[src/rtl/lvds_tx.sv]
// LVDS DDR transmit serialiser: pulls 32-bit I/Q words from the TX FIFO
// and shifts them MSB pair first onto a 2-bit DDR lane, 16 symbols/word.
//
// Ports:
//   i_ddr_clk        symbol clock, one 2-bit symbol per rising edge
//   i_rst_b          asynchronous reset, active low
//   i_tx_enable      stream words; when low, finish current word then idle
//   i_fifo_empty     TX FIFO empty flag
//   i_fifo_data      FIFO read data, valid on the edge after a pull
//   o_fifo_read_clk  FIFO read clock (same as i_ddr_clk)
//   o_fifo_pull      registered FIFO read strobe, one cycle per word
//   o_ddr_data       registered symbol to the DDR output cells
//   o_underrun       one-cycle pulse: word ended while enabled, none ready
//   o_debug_state    00 idle, 01 transmitting
module lvds_tx #(
    parameter logic [1:0] IDLE_SYMBOL   = 2'b00,
    parameter bit         FORCE_FRAMING = 1'b1
) (
    input  logic        i_ddr_clk,
    input  logic        i_rst_b,
    input  logic        i_tx_enable,
    input  logic        i_fifo_empty,
    input  logic [31:0] i_fifo_data,
    output logic        o_fifo_read_clk,
    output logic        o_fifo_pull,
    output logic [1:0]  o_ddr_data,
    output logic        o_underrun,
    output logic [1:0]  o_debug_state
);

    typedef enum logic [1:0] {
        IDLE = 2'b00,
        TX   = 2'b01
    } state_t;

    state_t      state_q;
    logic [31:0] hold_q;
    logic        hold_valid_q;
    logic [31:0] shreg_q;
    logic [3:0]  cnt_q;
    logic [1:0]  ddr_q;
    logic        pull_q;
    logic        underrun_q;
    logic [31:0] framed_d;

    // Sync patterns the RX deframer locks on: '10' ahead of I, '01' ahead of Q,
    // and a trailing 0 after each 13-bit sample.
    always_comb begin
        framed_d = i_fifo_data;
        if (FORCE_FRAMING) begin
            framed_d = {2'b10, i_fifo_data[29:17], 1'b0,
                        2'b01, i_fifo_data[13:1], 1'b0};
        end
    end

    always_ff @(posedge i_ddr_clk or negedge i_rst_b) begin
        if (!i_rst_b) begin
            state_q      <= IDLE;
            hold_q       <= '0;
            hold_valid_q <= 1'b0;
            shreg_q      <= '0;
            cnt_q        <= '0;
            ddr_q        <= IDLE_SYMBOL;
            pull_q       <= 1'b0;
            underrun_q   <= 1'b0;
        end else begin
            // Only pull into an empty hold register, so a capture can never
            // land on the same edge as a load.
            pull_q <= i_tx_enable & ~i_fifo_empty & ~hold_valid_q & ~pull_q;
            underrun_q <= 1'b0;

            if (pull_q) begin
                hold_q       <= framed_d;
                hold_valid_q <= 1'b1;
            end

            case (state_q)
                IDLE: begin
                    if (i_tx_enable && hold_valid_q) begin
                        ddr_q        <= hold_q[31:30];
                        shreg_q      <= {hold_q[29:0], 2'b00};
                        cnt_q        <= 4'd15;
                        hold_valid_q <= 1'b0;
                        state_q      <= TX;
                    end else begin
                        ddr_q <= IDLE_SYMBOL;
                    end
                end
                TX: begin
                    if (cnt_q != 4'd0) begin
                        ddr_q   <= shreg_q[31:30];
                        shreg_q <= {shreg_q[29:0], 2'b00};
                        cnt_q   <= cnt_q - 4'd1;
                    end else if (i_tx_enable && hold_valid_q) begin
                        // Back-to-back: next word follows with no gap.
                        ddr_q        <= hold_q[31:30];
                        shreg_q      <= {hold_q[29:0], 2'b00};
                        cnt_q        <= 4'd15;
                        hold_valid_q <= 1'b0;
                    end else begin
                        ddr_q      <= IDLE_SYMBOL;
                        underrun_q <= i_tx_enable;
                        state_q    <= IDLE;
                    end
                end
                default: begin
                    ddr_q   <= IDLE_SYMBOL;
                    state_q <= IDLE;
                end
            endcase
        end
    end

    assign o_fifo_read_clk = i_ddr_clk;
    assign o_fifo_pull     = pull_q;
    assign o_ddr_data      = ddr_q;
    assign o_underrun      = underrun_q;
    assign o_debug_state   = state_q;

endmodule

[config.mk]
export PLATFORM = sky130hd
export DESIGN_NAME = lvds_tx
export DESIGN_NICKNAME = d
export VERILOG_FILES = /design/src/rtl/lvds_tx.sv
export SDC_FILE = /design/constraint.sdc
export NUM_CORES = 1
export LEC_CHECK = 0
export ABC_AREA = 0
export BUFFER_PORTS_ARGS = -buffer_cell sky130_fd_sc_hd__buf_2
export CORE_UTILIZATION = 60
export CTS_CLUSTER_DIAMETER = 120
export DETAILED_ROUTE_END_ITERATION = 12
export PLACE_DENSITY_LB_ADDON = 0.12
export SYNTH_ARGS = -nofsm -noshare
export SYNTH_HDL_FRONTEND = slang
export SYNTH_SLANG_ARGS = --single-unit
[constraint.sdc]
create_clock -name i_ddr_clk -period 5.2 [get_ports i_ddr_clk]
set_clock_uncertainty 0.2 [all_clocks]
set_input_delay 1.04 -clock i_ddr_clk [delete_from_list [all_inputs] [get_ports i_ddr_clk]]
set_output_delay 1.04 -clock i_ddr_clk [all_outputs]
set_load 0.05 [all_outputs]
# After elaboration in Yosys (flattened, before gate mapping)
# Cells that the tools add are included.
# word_totals
regBits	71
inputBits	36
wordCells	44
# classes
add_sub_neg	1
n_eq_ne	4
mux	20
bitwise	6
n_reduce_logical	5
# op_table
cell	n
32-bit two-way mux	2
32-bit one-hot mux with 2 select lines	1
2-bit two-way mux	5
4-bit two-way mux	2
2-bit one-hot mux with 2 select lines	2
4-bit one-hot mux with 2 select lines	1
1-bit two-way mux	6
2-bit != test (second input constant)	3
4-bit nonzero test	1
4-bit by 1-bit subtractor with 4-bit output (second input constant)	1
1-bit bitwise AND	3
1-bit NOT	3
3-bit AND reduction	1
2-bit by 1-bit equality test with 1-bit output (second input constant)	1
2-bit zero test	1
1-bit one-hot mux with 2 select lines	1
2-bit nonzero test	1
1-bit logical AND	1

# Logic depth before layout (Yosys ltp)
# Gate-level depths: netlist (run 1).
# depth
word_depth	4
depth_mapped	6
mapped_depth_nobuf	5

==> flow_summary.ini, run 1 <==
[routing]
drc = 0
routed_wl_um = 5023
vias_per_cell = 5.399
ant_nets = 0
firstDrtPassIters = 4
drt_iter0_drc = 104
wl_per_cell_um = 16.05
vias = 1690

[synth]
syn_area_per_cell_um2 = 15.63
yosysWarningCount = 0
netlist_instances = 200
synth_seq_cells = 69
synth_cell_types = 29
synth.area.top_cells = dfrtp_1 (55%), mux2_4 (18%), mux2_2 (15%)
syn-num-nets = 237
synthesis.area_um2 = 3125
synthMostInstantiatedCell = dfrtp_1
ys_seq_area_share_pct = 55.24
async_flop_share_pct = 100.0
yosys.area.top_type = dfrtp_1
synth_ff_type = dfrtp_1
synth_top_area_share_pct = 55.24
synth_edf_count = 0
synthTopCellsByCount = dfrtp_1 (69), mux2_2 (41), mux2_4 (38)

[setup_path]
crit_chain = clkbuf_8 > clkbuf_8 > buf_2
startpoint_type = clock port
reg2regPathDepth = 6
critPathCaptureType = output port
cp_common_cell = clkbuf_8
critPathKind = clock port to output port
r2r-end = shreg_q[3]$_DFF_PN0_
r2r_setup_slack_ns = 3.06
cp.arrival_ns = 3.02
slowest_stage = buf_2
r2r-start = cnt_q[0]$_DFF_PN0_
critPathMaxFanout = 2
worstPathRequired_ns = 3.96
critPathMaxStageDelay_ns = 0.20

[die]
pin_count = 43
core_um2 = 4880
rows = 25
die_area_um2 = 5502
die_h_um = 74.18
die_w_um = 74.18
start_util_pct = 64.05

[placed_design]
hpwl_um = 3092
io_buffers = 35
placed_cells = 294
place_congestion = 0.7257

[final_layout]
drive_above_1_share_pct = 55.69
final_cells = 313
fin_nets = 278
syn_to_final_growth_pct = 13.29
antennaDiodeCount = 0

[timing]
rsz0062_at_grt = no
slew_headroom_pct = 44.87
finalHoldViolCount = 0
tightest_slew_ns = 0.8269
slew_violations = 0
final.setup.tns_ns = 0
setup_viol = 0

[power_and_ir_drop]
ir_drop_mv = 0.4773
leakage_uw = 0.001721
power.density_nw_per_um2 = 590.5

[clock_network]
hold_buffers = 0
clk_latency_ns = 0.44
cts_tree = done
cts_resized = 0
clk_pin_slew_worst_paths_ns = 0.06
post_cts_buffers = 0

[global_routing]
grt_pass1_wl_um = 8452
grt_pass1_vias = 1820
gr-total-overflow = 0
grt_max_degree = 70
antenna_found_initial = 0
grt_usage_pct = 21.84

[min_path]
hold_class = register to register
hold-path-cell-count = 1
hold_start = hold_q[14]$_DFFE_PN0P_
holdPathEnd = hold_q[14]$_DFFE_PN0P_

[run_status]
status = complete, no violations

[run]
drv_cap = 0
## metrics by stage
stage	utilization (%)	total power [uW]	cell area [um2]	hold slack, ns	setup slack [ns]
2_1_floorplan	-	1533	3126	0.2277	1.193
3_3_place_gp	68.21	1615	3328	0.2423	1.172
3_5_place_dp	68.21	1665	3328	0.2488	1.172
4_1_cts	72.56	2113	3541	0.2665	0.9338
5_1_grt	72.56	2210	3541	0.2702	0.9292
6_report	72.56	2091	3541	0.2664	0.9385
## power by group
group	switching, uW	total (uW)	internal, uW
Combinational	287	734	447
Sequential	133	881	748
Clock	222	476	254
## state kept, by name, indices dropped and copies added (netlist names)
signal and flops:
hold_q 27, shreg_q 32, hold_valid_q 1, o_underrun 1
o_debug_state 1, o_ddr_data 2, cnt_q 4, o_fifo_pull 1
## per-layer routing
layer / wire length, um / up-vias / share of wire (%) / global-route usage [%]
met4: 138 / 0 / 2.7 / 17.52
li1: - / 781 / - / -
met5: 0 / - / 0 / 0
met3: 122 / 11 / 2.4 / 4.878
met1: 2310 / 865 / 46 / 26.90
met2: 2451 / 33 / 49 / 33.33
## worst max path at each step
stage          startpoint               to  slack [ns]  cells after the start
2_1_floorplan   i_ddr_clk  o_fifo_read_clk        1.19                      1
3_3_place_gp    i_ddr_clk  o_fifo_read_clk        1.17                      1
3_5_place_dp    i_ddr_clk  o_fifo_read_clk        1.17                      1
4_1_cts         i_ddr_clk  o_fifo_read_clk        0.93                      3
5_1_grt         i_ddr_clk  o_fifo_read_clk        0.93                      3
6_report        i_ddr_clk  o_fifo_read_clk        0.94                      3
## kinds of logic after synthesis
kind of cell	count (synthesis)	share of synthesized area, %
simple gates	17	3.603
flops	69	55.24
other cells	1	0.1200
fa+ha+maj	1	0.4003
buf+inv	17	3.242
mux	86	35.27
compound gates	9	2.122
## area by class of cell
class	count	area (um2)
fillers	341	1339
inverters	6	22.52
flip-flops and latches	69	1727
multi-input cells	114	1297
clock inverters	1	5.005
well taps	67	83.83
clock buffers	19	212.7
repair buffers	37	192.7
## critical path: cells and delay by family
family,cells,cell delay [ns]
buf+inv,3,0.42
## cells in the final DEF, fill, tap and decap left out
cell	synthesis	layout
a21oi_1	4	4
dfrtp_1	69	69
nor4b_1	2	2
and2_1	1	1
and3_2	1	1
mux2_2	41	41
o21a_1	1	1
mux2_4	38	38
buf_2	3	35
clkbuf_8	0	14
ha_1	1	1
nand2b_1	1	1
o21ai_0	1	1
a32oi_1	1	1
or2_2	1	1
and3_1	2	2
nand2_4	1	1
nand3b_1	1	1
nand2b_4	1	1
mux2i_1	7	7
buf_4	5	3
nor3_1	1	1
nand2_1	4	4
conb_1	1	1
nor2_1	1	1
clkbuf_1	1	4
inv_1	6	6
o22a_1	1	1
clkinv_2	0	1
o21ai_4	1	1
No activity file was read; power rests on OpenSTA's default activity.
==> run 2: changes to the inputs <==
Settings changed: CORE_UTILIZATION 60 to 51.
Clock period 5.2 ns to 3.5 ns, I/O delays scaled along.
==> flow_summary.ini, run 2 (synthesis gave the netlist of run 1 again) <==
[global_routing]
grt_pass1_vias = 1799
gr-total-overflow = 0
grt_pass1_wl_um = 8397
grt_usage_pct = 17.72
grt_max_degree = 70
antenna_found_initial = 0

[die]
die_h_um = 80.29
core_um2 = 5921
die_w_um = 80.29
pin_count = 43
rows = 28
die_area_um2 = 6446
start_util_pct = 52.79

[final_layout]
antennaDiodeCount = 0
largest_reg_flops = 32
drive_above_1_share_pct = 55.92
fin_nets = 278
final_cell_mix = dfrtp_1 (69), mux2_2 (41), mux2_4 (38), buf_2 (35), clkbuf_8 (13)
layout_commonest_cell = dfrtp_1
top_regs = shreg_q: 32 flops, hold_q: 27 flops, cnt_q: 4 flops
stdcell_area_um2 = 3538
syn_to_final_growth_pct = 13.21
largest-register = shreg_q
final_core_util_pct = 59.76

[timing]
slew_violations = 0
tightest_slew_ns = 0.8605
setup_viol = 0
finalHoldViolCount = 0
slew_headroom_pct = 42.63
layout_setup_ws_ns = 0.4241
final.setup.tns_ns = 0
rsz0062_at_grt = no
whs_ns = 0.2190

[clock_network]
cts_tree = done
clk_latency_ns = 0.43
post_cts_buffers = 0
clk_pin_slew_worst_paths_ns = 0.07
hold_buffers = 0
cts_resized = 0

[routing]
drc = 0
ant_nets = 0
vias_per_cell = 5.306
drt_iter0_drc = 88
vias = 1698
wl_per_cell_um = 15.94
routed_wl_um = 5101
firstDrtPassIters = 5

[setup_path]
r2r-start = cnt_q[0]$_DFF_PN0_
critPathCaptureType = output port
reg2regPathDepth = 6
startpoint = i_ddr_clk
crit_end = o_fifo_read_clk
r2r_setup_slack_ns = 1.35
critPathMaxFanout = 2
r2r-end = shreg_q[7]$_DFF_PN0_
worstPathRequired_ns = 2.60
startpoint_type = clock port
critPathKind = clock port to output port
cp.arrival_ns = 2.18

[power_and_ir_drop]
power.density_nw_per_um2 = 869.5
leakage_uw = 0.001717
ir_drop_mv = 0.5623

[min_path]
hold_class = input port to register

[placed_design]
dpl_cell_area_um2 = 3338
place_congestion = 0.6725
hpwl_um = 3111
io_buffers = 35
pre_cts_slack_ns = 0.6618

[run_status]
status = complete, no violations

[run]
drv_cap = 0
==> run 2: worst min-delay path by stage <==
stage	to	from	cells past startpoint
CTS	o_fifo_pull$_DFF_PN0_	i_fifo_empty	2
global route	o_fifo_pull$_DFF_PN0_	i_fifo_empty	2
detailed placement	hold_q[14]$_DFFE_PN0P_	hold_q[14]$_DFFE_PN0P_	1
floorplan	cnt_q[0]$_DFF_PN0_	i_rst_b	0
finish	o_fifo_pull$_DFF_PN0_	i_fifo_empty	2
global placement	hold_q[14]$_DFFE_PN0P_	hold_q[14]$_DFFE_PN0P_	1
==> run 2: final cells by class <==
cell class	instances	area, um2
fill	462	2382
sequential	69	1727
multi-input combinational	114	1297
clock buffer	17	195.2
timing repair buffer	37	192.7
tap	75	93.84
inverter	6	22.52
clock inverter	2	10.01
==> run 2: routing by layer <==
metal	track usage (%)	vias up	part of all wire, %
li1	-	786	-
met1	21.37	860	44
met2	28.89	40	51
met3	4.773	12	3.5
met4	9.464	0	1.9
met5	0	-	0
==> run 2: power by group <==
group | total, uW | internal [uW] | switching [uW] | leakage, uW
logic | 1090 | 665 | 428 | 0.000744
clock network | 682 | 352 | 330 | 0.000109
registers | 1300 | 1110 | 190 | 0.000864
==> run 2: worst max-delay path: stages <==
cell	delay, ns
clkbuf_8	0.11
clkbuf_8	0.12
buf_2	0.20
==> run 2: through the flow <==
stage | total power, uW | instances
6_report | 3077 | 320
5_1_grt | 3262 | 320
4_1_cts | 3120 | 320
3_5_place_dp | 2472 | 302
3_3_place_gp | 2405 | 302
2_1_floorplan | 2277 | 200
